`config.mk`:
```
export PLATFORM = sky130hd
export DESIGN_NAME = note_lane_scroller
export DESIGN_NICKNAME = d
export VERILOG_FILES = /design/src/rtl/note_disp_pkg.sv /design/src/rtl/lane_row_ram.sv /design/src/rtl/note_lane_scroller.sv
export SDC_FILE = /design/constraint.sdc
export NUM_CORES = 2
export LEC_CHECK = 0
export ABC_AREA = 1
export BUFFER_PORTS_ARGS = -buffer_cell sky130_fd_sc_hd__buf_2
export CAP_MARGIN = 20
export CORE_MARGIN = 5
export CORE_UTILIZATION = 55
export CTS_BUF_LIST = sky130_fd_sc_hd__clkbuf_4 sky130_fd_sc_hd__clkbuf_8 sky130_fd_sc_hd__clkbuf_16
export DETAILED_ROUTE_END_ITERATION = 6
export PLACE_DENSITY = 0.78
export SLEW_MARGIN = 30
export SYNTH_ARGS = -nofsm -noshare
export SYNTH_HDL_FRONTEND = slang
export SYNTH_SLANG_ARGS = --single-unit
export TNS_END_PERCENT = 5
```
`constraint.sdc`:
```
create_clock -name vga_clk -period 20 [get_ports vga_clk]
set_clock_uncertainty 0.2 [all_clocks]
set_input_delay 3 -clock vga_clk [delete_from_list [all_inputs] [get_ports vga_clk]]
set_output_delay 3 -clock vga_clk [all_outputs]
set_load 0.01 [all_outputs]
```
`src/rtl/note_disp_pkg.sv`:
```
// Shared encodings, default colours and control states for the falling-note display.
package note_disp_pkg;

    localparam logic [1:0]  SHIFT_HIGH            = 2'b10;
    localparam logic [1:0]  SHIFT_LOW             = 2'b01;

    localparam logic [23:0] DEF_BLOCK_COLOR       = 24'h000000;
    localparam logic [23:0] DEF_HIT_ON_COLOR      = 24'hFF0000;
    localparam logic [23:0] DEF_HIT_OFF_COLOR     = 24'h808080;
    localparam logic [23:0] BG_WHITE              = 24'hFFFFFF;

    typedef enum logic {IDLE, CLEAR} ctrl_state_t;

endpackage

```
`src/rtl/lane_row_ram.sv`:
```
// History row storage: one write port, one synchronous read-first read port, no reset.
module lane_row_ram #(
    parameter int LANES = 7,
    parameter int DEPTH = 192,
    parameter int AW    = 8
) (
    input  logic             clk,
    input  logic             we,
    input  logic [AW-1:0]    waddr,
    input  logic [LANES-1:0] wdata,
    input  logic [AW-1:0]    raddr,
    output logic [LANES-1:0] rdata
);

    logic [LANES-1:0] mem [DEPTH];

    always_ff @(posedge clk) begin
        if (we) mem[waddr] <= wdata;
        rdata <= mem[raddr];
    end

endmodule

```
`src/rtl/note_lane_scroller.sv`:
```
// Falling-note lane renderer: accumulates key activity per scroll period into a row
// history and draws it as blocks over a pitch-shifted gradient, with a live hit bar.
module note_lane_scroller
    import note_disp_pkg::*;
#(
    parameter int          LANES         = 7,
    parameter int          LANE_W        = 32,
    parameter int          LANE_PITCH    = 64,
    parameter int          X0            = 112,
    parameter int          DEPTH         = 192,
    parameter int          ROW_SH        = 1,
    parameter int          HIT_Y         = 400,
    parameter int          HIT_H         = 16,
    parameter int          PERIOD        = 100000,
    parameter logic [23:0] BLOCK_COLOR   = DEF_BLOCK_COLOR,
    parameter logic [23:0] HIT_ON_COLOR  = DEF_HIT_ON_COLOR,
    parameter logic [23:0] HIT_OFF_COLOR = DEF_HIT_OFF_COLOR
) (
    input  logic             vga_clk,
    input  logic             rst,
    input  logic [9:0]       pos_x,
    input  logic [9:0]       pos_y,
    input  logic [LANES-1:0] note,
    input  logic [1:0]       shift,
    input  logic             pause,
    input  logic             clear,
    output logic [23:0]      pos_data,
    output logic             busy,
    output logic             tick
);

    localparam int ROW_H  = 1 << ROW_SH;
    localparam int PLAY_H = DEPTH * ROW_H;
    localparam int AW     = (DEPTH > 1)  ? $clog2(DEPTH)  : 1;
    localparam int CW     = (PERIOD > 1) ? $clog2(PERIOD) : 1;
    localparam int LW     = (LANES > 1)  ? $clog2(LANES)  : 1;

    function automatic logic [23:0] bg_color(input logic [9:0] y, input logic [1:0] s);
        logic [11:0] q;
        logic [7:0]  t;
        q = (({2'b00, y} * 12'd2) / 12'd3) - 12'd1;
        t = q[7:0];
        case (s)
            SHIFT_HIGH: bg_color = {t, t, 8'hFF};
            SHIFT_LOW:  bg_color = {8'hFF, t, t};
            default:    bg_color = BG_WHITE;
        endcase
    endfunction

    ctrl_state_t      state;
    logic [AW-1:0]    head, head_nxt, clr_addr;
    logic [CW-1:0]    count;
    logic [LANES-1:0] acc, row;
    logic             wrap;

    assign busy     = (state == CLEAR);
    assign wrap     = (count == CW'(PERIOD - 1));
    assign tick     = wrap && !pause && !busy;
    assign head_nxt = (head == AW'(DEPTH - 1)) ? '0 : head + 1'b1;
    assign row      = acc | note;

    always_ff @(posedge vga_clk or posedge rst) begin
        if (rst) begin
            state    <= CLEAR;
            clr_addr <= '0;
            head     <= '0;
            count    <= '0;
            acc      <= '0;
        end else begin
            case (state)
                CLEAR: begin
                    acc <= '0;
                    if (clr_addr == AW'(DEPTH - 1)) begin
                        state    <= IDLE;
                        clr_addr <= '0;
                        head     <= '0;
                    end else begin
                        clr_addr <= clr_addr + 1'b1;
                    end
                end
                default: begin
                    acc <= tick ? '0 : row;
                    if (!pause) count <= wrap ? '0 : count + 1'b1;
                    if (tick)   head  <= head_nxt;
                    if (clear) begin
                        state    <= CLEAR;
                        clr_addr <= '0;
                    end
                end
            endcase
        end
    end

    // The sweep and the scroll share the single write port; busy excludes ticks.
    logic             ram_we;
    logic [AW-1:0]    ram_waddr, rd_addr;
    logic [LANES-1:0] ram_wdata, ram_rdata;

    assign ram_we    = busy | tick;
    assign ram_waddr = busy ? clr_addr : head_nxt;
    assign ram_wdata = busy ? '0 : row;

    lane_row_ram #(.LANES(LANES), .DEPTH(DEPTH), .AW(AW)) u_ram (
        .clk   (vga_clk),
        .we    (ram_we),
        .waddr (ram_waddr),
        .wdata (ram_wdata),
        .raddr (rd_addr),
        .rdata (ram_rdata)
    );

    int          px, py, r, h;
    logic        lane_hit, in_play, in_bar;
    logic [LW-1:0] lane_idx;

    assign px = int'(pos_x);
    assign py = int'(pos_y);
    assign r  = py >> ROW_SH;
    assign h  = int'(head);

    always_comb begin
        lane_hit = 1'b0;
        lane_idx = '0;
        for (int i = 0; i < LANES; i++) begin
            if (px >= X0 + i * LANE_PITCH && px < X0 + i * LANE_PITCH + LANE_W) begin
                lane_hit = 1'b1;
                lane_idx = LW'(i);
            end
        end
        in_play = (py < PLAY_H);
        in_bar  = (py >= HIT_Y) && (py < HIT_Y + HIT_H);
        rd_addr = (r <= h) ? AW'(h - r) : AW'(h + DEPTH - r);
    end

    // Stage 1: geometry, region flags, live key and background; RAM read in flight.
    logic          lane_hit_p1, play_p1, bar_p1, key_p1, busy_p1;
    logic [LW-1:0] lane_idx_p1;
    logic [23:0]   bg_p1;

    always_ff @(posedge vga_clk) begin
        lane_hit_p1 <= lane_hit;
        lane_idx_p1 <= lane_idx;
        play_p1     <= in_play;
        bar_p1      <= in_bar;
        key_p1      <= note[lane_idx];
        busy_p1     <= busy;
        bg_p1       <= bg_color(pos_y, shift);
    end

    // Stage 2: combine history bit with stage-1 flags into the final colour.
    always_ff @(posedge vga_clk or posedge rst) begin
        if (rst) begin
            pos_data <= '0;
        end else if (lane_hit_p1 && play_p1 && !busy_p1 && ram_rdata[lane_idx_p1]) begin
            pos_data <= BLOCK_COLOR;
        end else if (lane_hit_p1 && bar_p1) begin
            pos_data <= key_p1 ? HIT_ON_COLOR : HIT_OFF_COLOR;
        end else begin
            pos_data <= bg_p1;
        end
    end

endmodule

```
==> impl_metrics.env <==
export IMPL_failing_checks="design-rule violations"
export IMPL_critical_setup_path_kind="in2reg"
export IMPL_avgSynthCellArea_sq_um=12.5
export IMPL_hold_end="pos_data[1]"
export IMPL_num_nets_final=4689
export IMPL_drt_met1_wl_um=54500
export IMPL_placed_cell_area_sq_um=60300
export IMPL_grt_antenna_before_repair=4
export IMPL_post_cts_hold_buffer_count=0
export IMPL_worst_hold_startpoint="bg_p1[1]"
export IMPL_die_w_um=337
export IMPL_main_synth_ff_type="sky130_fd_sc_hd__edfxtp_1"
export IMPL_cts_setup_buffers=0
export IMPL_cts_sinks=1448
export IMPL_synth_cells=4691
export IMPL_syn_num_nets=4760
export IMPL_report_final_slew_viol_count=0
export IMPL_drv_max_cap_violation_count=0
export IMPL_dieHeight_um=337
export IMPL_cts_htree_levels=4
export IMPL_detail_route_antenna_nets=0
export IMPL_dp_cells=5878
export IMPL_synth_yosys_seq_area_share_pct=72.7
export IMPL_final_layout_size_suffix_gt1_share_pct=8.04
export IMPL_worst_ir_drop_vdd_uv=96.6
export IMPL_layout_area_seq_sq_um=42800
export IMPL_worst_slew_pin_transition_ns=1.09
export IMPL_cts_root_buffer="sky130_fd_sc_hd__clkbuf_16"
export IMPL_layout_min_cycle_time_ns=8.34
export IMPL_tritoncts="yes"
export IMPL_clk_latency_ns=0.74
export IMPL_clk_pin_slew_worst_paths_ns=0.06
export IMPL_internal_power_w=0.00529
export IMPL_combPwrFrac_pct=24.1
export IMPL_synth_warning_count=0
export IMPL_dr_max_layer_used="met5"
export IMPL_dp_hpwl_um=79300
export IMPL_place_gp_congestion=0.865
export IMPL_endpoint_kind="flop"
export IMPL_num_rows=120
export IMPL_drt_first_iter_violations=5559
export IMPL_final_hold_violation_count=0
export IMPL_post_cts_resized=0
export IMPL_synth_seq_cells=1448
export IMPL_wire_per_inst_um=24.0
export IMPL_layout_filler_cells=7639
export IMPL_critical_path_startpoint_type="primary input"
export IMPL_final_cell_area_sq_um=64600
export IMPL_worst_hold_path_num_cells=2
export IMPL_design_die_area_sq_um=114000
export IMPL_crit_fanout=97
export IMPL_rr_worst_depth=13
export IMPL_overflow=0
export IMPL_via_per_inst=6.42
export IMPL_detailroute_wirelength_met3_um=17700
export IMPL_total_switching_power_w=0.00253
export IMPL_detailroute_via_count=39331
export IMPL_first_global_vias=37015
export IMPL_cts_buffers_inserted=141
export IMPL_ys_types=48
export IMPL_rsz_0062_raised_after_global_routing="false"
export IMPL_synth_async_reset_ratio_pct=4.49
export IMPL_grt_pass1_wl_um=219000
export IMPL_r2r_start="head[0]"
export IMPL_syn_area_sq_um=58800
export IMPL_crit_required_ns=20.47
export IMPL_finalCritPeriodShare_pct=41.7
export IMPL_max_slew_margin_pct=27.2
export IMPL_route_met2_wl_um=68300
export IMPL_grt_start_max_net_pins=222
export IMPL_leakage_power_nw=21.3
export IMPL_detailedRoute_firstPassIterationCount=7
export IMPL_worst_r2r_endpoint="u_ram.rdata[4]"
export IMPL_setup_total_negative_slack_ns=0
export IMPL_power_per_cell_area_nw_per_um2=121
export IMPL_fin_total_pwr_w=0.00782
export IMPL_crit_arrival_ns=8.81
export IMPL_grt_util_all_layers_pct=25.2
export IMPL_synth_edf_count=1344
export IMPL_multi_input_comb_area_sq_um=14400
export IMPL_routed_wl_um=147000
export IMPL_syn2layout_area_growth_pct=9.90
export IMPL_start_util_pct=55.2
export IMPL_layout_cells_non_filler=6130
export IMPL_pre_cts_slack_ns=11.05
export IMPL_setup_viol=0
export IMPL_power_sequential_fraction_pct=44.0
export IMPL_share_of_total_power_in_the_clock_network_pct=32.0
export IMPL_hp_class="reg2reg"
export IMPL_outcome="finished, violations left"
export IMPL_power_switching_fraction_pct=32.4
export IMPL_placeableCoreArea_sq_um=107000
export IMPL_clk_path_buf_depth=3
export IMPL_maxClockFrequency_mhz=120
export IMPL_drc=2
export IMPL_io_buffers=54
export IMPL_worst_r2r_setup_slack_ns=13.84
export IMPL_pin_count=59
export IMPL_setup_ws_ns=11.66
==> cell type report <==
class | instances | share of cell area (%)
clock buffer | 166 | 5.85
clock inverter | 82 | 0.838
antenna | 2 | 0.00774
inverter | 133 | 0.811
tap | 1403 | 2.72
multi-input combinational | 2783 | 22.3
sequential | 1448 | 66.2
timing repair buffer | 113 | 1.30
==> state kept, by name, indices dropped and copies added (netlist names) <==
signal / flops
u_ram.mem: 1344
bar_p1: 1
head: 8
busy_p1: 1
lane_hit_p1: 1
acc: 7
play_p1: 1
pos_data: 24
count: 17
lane_idx_p1: 3
busy: 1
u_ram.rdata: 7
clr_addr: 8
key_p1: 1
bg_p1: 24
==> Yosys cell counts (3+ instances only) <==
library cell               instances  area [sq um]
sky130_fd_sc_hd__inv_1           129           484
sky130_fd_sc_hd__o21ai_2           4          35.0
sky130_fd_sc_hd__nand2_1         309          1160
sky130_fd_sc_hd__buf_1            21          78.8
sky130_fd_sc_hd__ha_1             29           363
sky130_fd_sc_hd__o311ai_0         14           123
sky130_fd_sc_hd__o21ai_0         612          3060
sky130_fd_sc_hd__clkbuf_1        290          1090
sky130_fd_sc_hd__edfxtp_1       1344         40400
sky130_fd_sc_hd__or2_2             3          18.8
sky130_fd_sc_hd__fa_1              7           140
sky130_fd_sc_hd__dfrtp_1          64          1600
sky130_fd_sc_hd__nor2_1          882          3310
sky130_fd_sc_hd__nand3_2           7          70.1
sky130_fd_sc_hd__nand2_2          17           106
sky130_fd_sc_hd__buf_2            16          80.1
sky130_fd_sc_hd__nor3_1           25           125
sky130_fd_sc_hd__a31oi_1          14          87.6
sky130_fd_sc_hd__nand3_1         164           821
sky130_fd_sc_hd__o221ai_1        113           990
sky130_fd_sc_hd__nand4_1          12          75.1
sky130_fd_sc_hd__o21ai_1          15          75.1
sky130_fd_sc_hd__nor4_1            5          31.3
sky130_fd_sc_hd__a221oi_1         56           490
sky130_fd_sc_hd__o22ai_1         174          1090
sky130_fd_sc_hd__dfxtp_1          39           781
sky130_fd_sc_hd__o211ai_1        127           953
sky130_fd_sc_hd__xnor2_1           5          43.8
sky130_fd_sc_hd__a21oi_1         147           736
sky130_fd_sc_hd__xor2_1           21           184
==> through the flow <==
step / util, % / hold slack [ns]
final: 60.6 / 0.220
after floorplan: - / 0.204
after global placement: 56.5 / 0.209
after detailed placement: 56.5 / 0.208
after global routing: 60.6 / 0.233
after CTS: 60.6 / 0.218
==> worst max-delay path by stage <==
stage / startpoint / cells past startpoint / end
floorplan: note[6] / 2 / u_ram.mem[0][6]
global placement: pos_y[1] / 15 / u_ram.rdata[4]
detailed placement: pos_y[1] / 15 / u_ram.rdata[4]
CTS: pos_y[1] / 15 / u_ram.rdata[4]
global route: pos_y[1] / 15 / u_ram.rdata[4]
finish: pos_y[1] / 15 / u_ram.rdata[4]
==> cell usage in the layout (no fill, tap or decap), types with 5 or more instances in the layout <==
master / count
sky130_fd_sc_hd__clkbuf_16: 144
sky130_fd_sc_hd__xnor2_1: 5
sky130_fd_sc_hd__fa_1: 6
sky130_fd_sc_hd__nor2_4: 7
sky130_fd_sc_hd__edfxtp_1: 1344
sky130_fd_sc_hd__nor3_1: 25
sky130_fd_sc_hd__o211ai_1: 127
sky130_fd_sc_hd__dfrtp_1: 64
sky130_fd_sc_hd__clkinvlp_4: 5
sky130_fd_sc_hd__o221ai_1: 113
sky130_fd_sc_hd__nor2_1: 876
sky130_fd_sc_hd__inv_1: 125
sky130_fd_sc_hd__a21oi_1: 146
sky130_fd_sc_hd__clkbuf_4: 20
sky130_fd_sc_hd__a221oi_1: 56
sky130_fd_sc_hd__buf_6: 5
sky130_fd_sc_hd__buf_2: 54
sky130_fd_sc_hd__nand4_1: 12
sky130_fd_sc_hd__o21ai_2: 6
sky130_fd_sc_hd__o311ai_0: 14
sky130_fd_sc_hd__buf_12: 7
sky130_fd_sc_hd__ha_1: 28
sky130_fd_sc_hd__dfxtp_1: 39
sky130_fd_sc_hd__nand2_1: 307
sky130_fd_sc_hd__buf_4: 46
sky130_fd_sc_hd__xor2_1: 21
sky130_fd_sc_hd__nand2_2: 18
sky130_fd_sc_hd__inv_6: 7
sky130_fd_sc_hd__a31oi_1: 14
sky130_fd_sc_hd__clkinv_1: 46
sky130_fd_sc_hd__clkinv_2: 17
sky130_fd_sc_hd__bufinv_16: 5
sky130_fd_sc_hd__o22ai_1: 174
sky130_fd_sc_hd__o21ai_0: 612
sky130_fd_sc_hd__nor4_1: 5
sky130_fd_sc_hd__nand3_1: 164
sky130_fd_sc_hd__nand3_2: 7
sky130_fd_sc_hd__o21ai_1: 11
==> power groups by stage <==
stage | combinational, W | sequential [W] | clock, W
final | 0.00188 | 0.00344 | 0.00250
after global routing | 0.00201 | 0.00344 | 0.00264
after CTS | 0.00182 | 0.00344 | 0.00251
after detailed placement | 0.00181 | 0.00350 | 0
after global placement | 0.00176 | 0.00349 | 0
after floorplan | 0.00118 | 0.00349 | 0
==> critical path: stages <==
cell                       delay, ns
sky130_fd_sc_hd__buf_2          0.16
sky130_fd_sc_hd__inv_1          0.16
sky130_fd_sc_hd__ha_4           0.54
sky130_fd_sc_hd__buf_4          0.74
sky130_fd_sc_hd__buf_4          0.82
sky130_fd_sc_hd__buf_4          0.78
sky130_fd_sc_hd__buf_4          0.86
sky130_fd_sc_hd__o21ai_0        0.22
sky130_fd_sc_hd__o221ai_1       0.29
sky130_fd_sc_hd__o211ai_1       0.21
sky130_fd_sc_hd__nand3_1        0.15
sky130_fd_sc_hd__nand3_1        0.22
sky130_fd_sc_hd__nand3_1        0.15
sky130_fd_sc_hd__nand3_1        0.15
sky130_fd_sc_hd__o21ai_1        0.12
==> kinds of logic (layout without fill, tap and decap cells) <==
kind of cell,after synthesis,after routing,share of synthesized area [%]
AO/OA/AOI/OAI,1288,1288,13.2
XOR/XNOR,26,26,0.387
adder cells (fa/ha/maj),36,36,0.855
buffers and inverters,460,494,2.97
flip-flops,1448,1448,72.7
other,0,2,0
AND/OR/NAND/NOR,1433,1433,9.90
==> per-layer routing <==
metal	vias to the layer above	GRT usage, %
met3	425	6.29
met4	4	10.9
met5	-	0
met2	2590	39.1
li1	17275	-
met1	19037	34.4
Power figures use the tool's default switching activity.
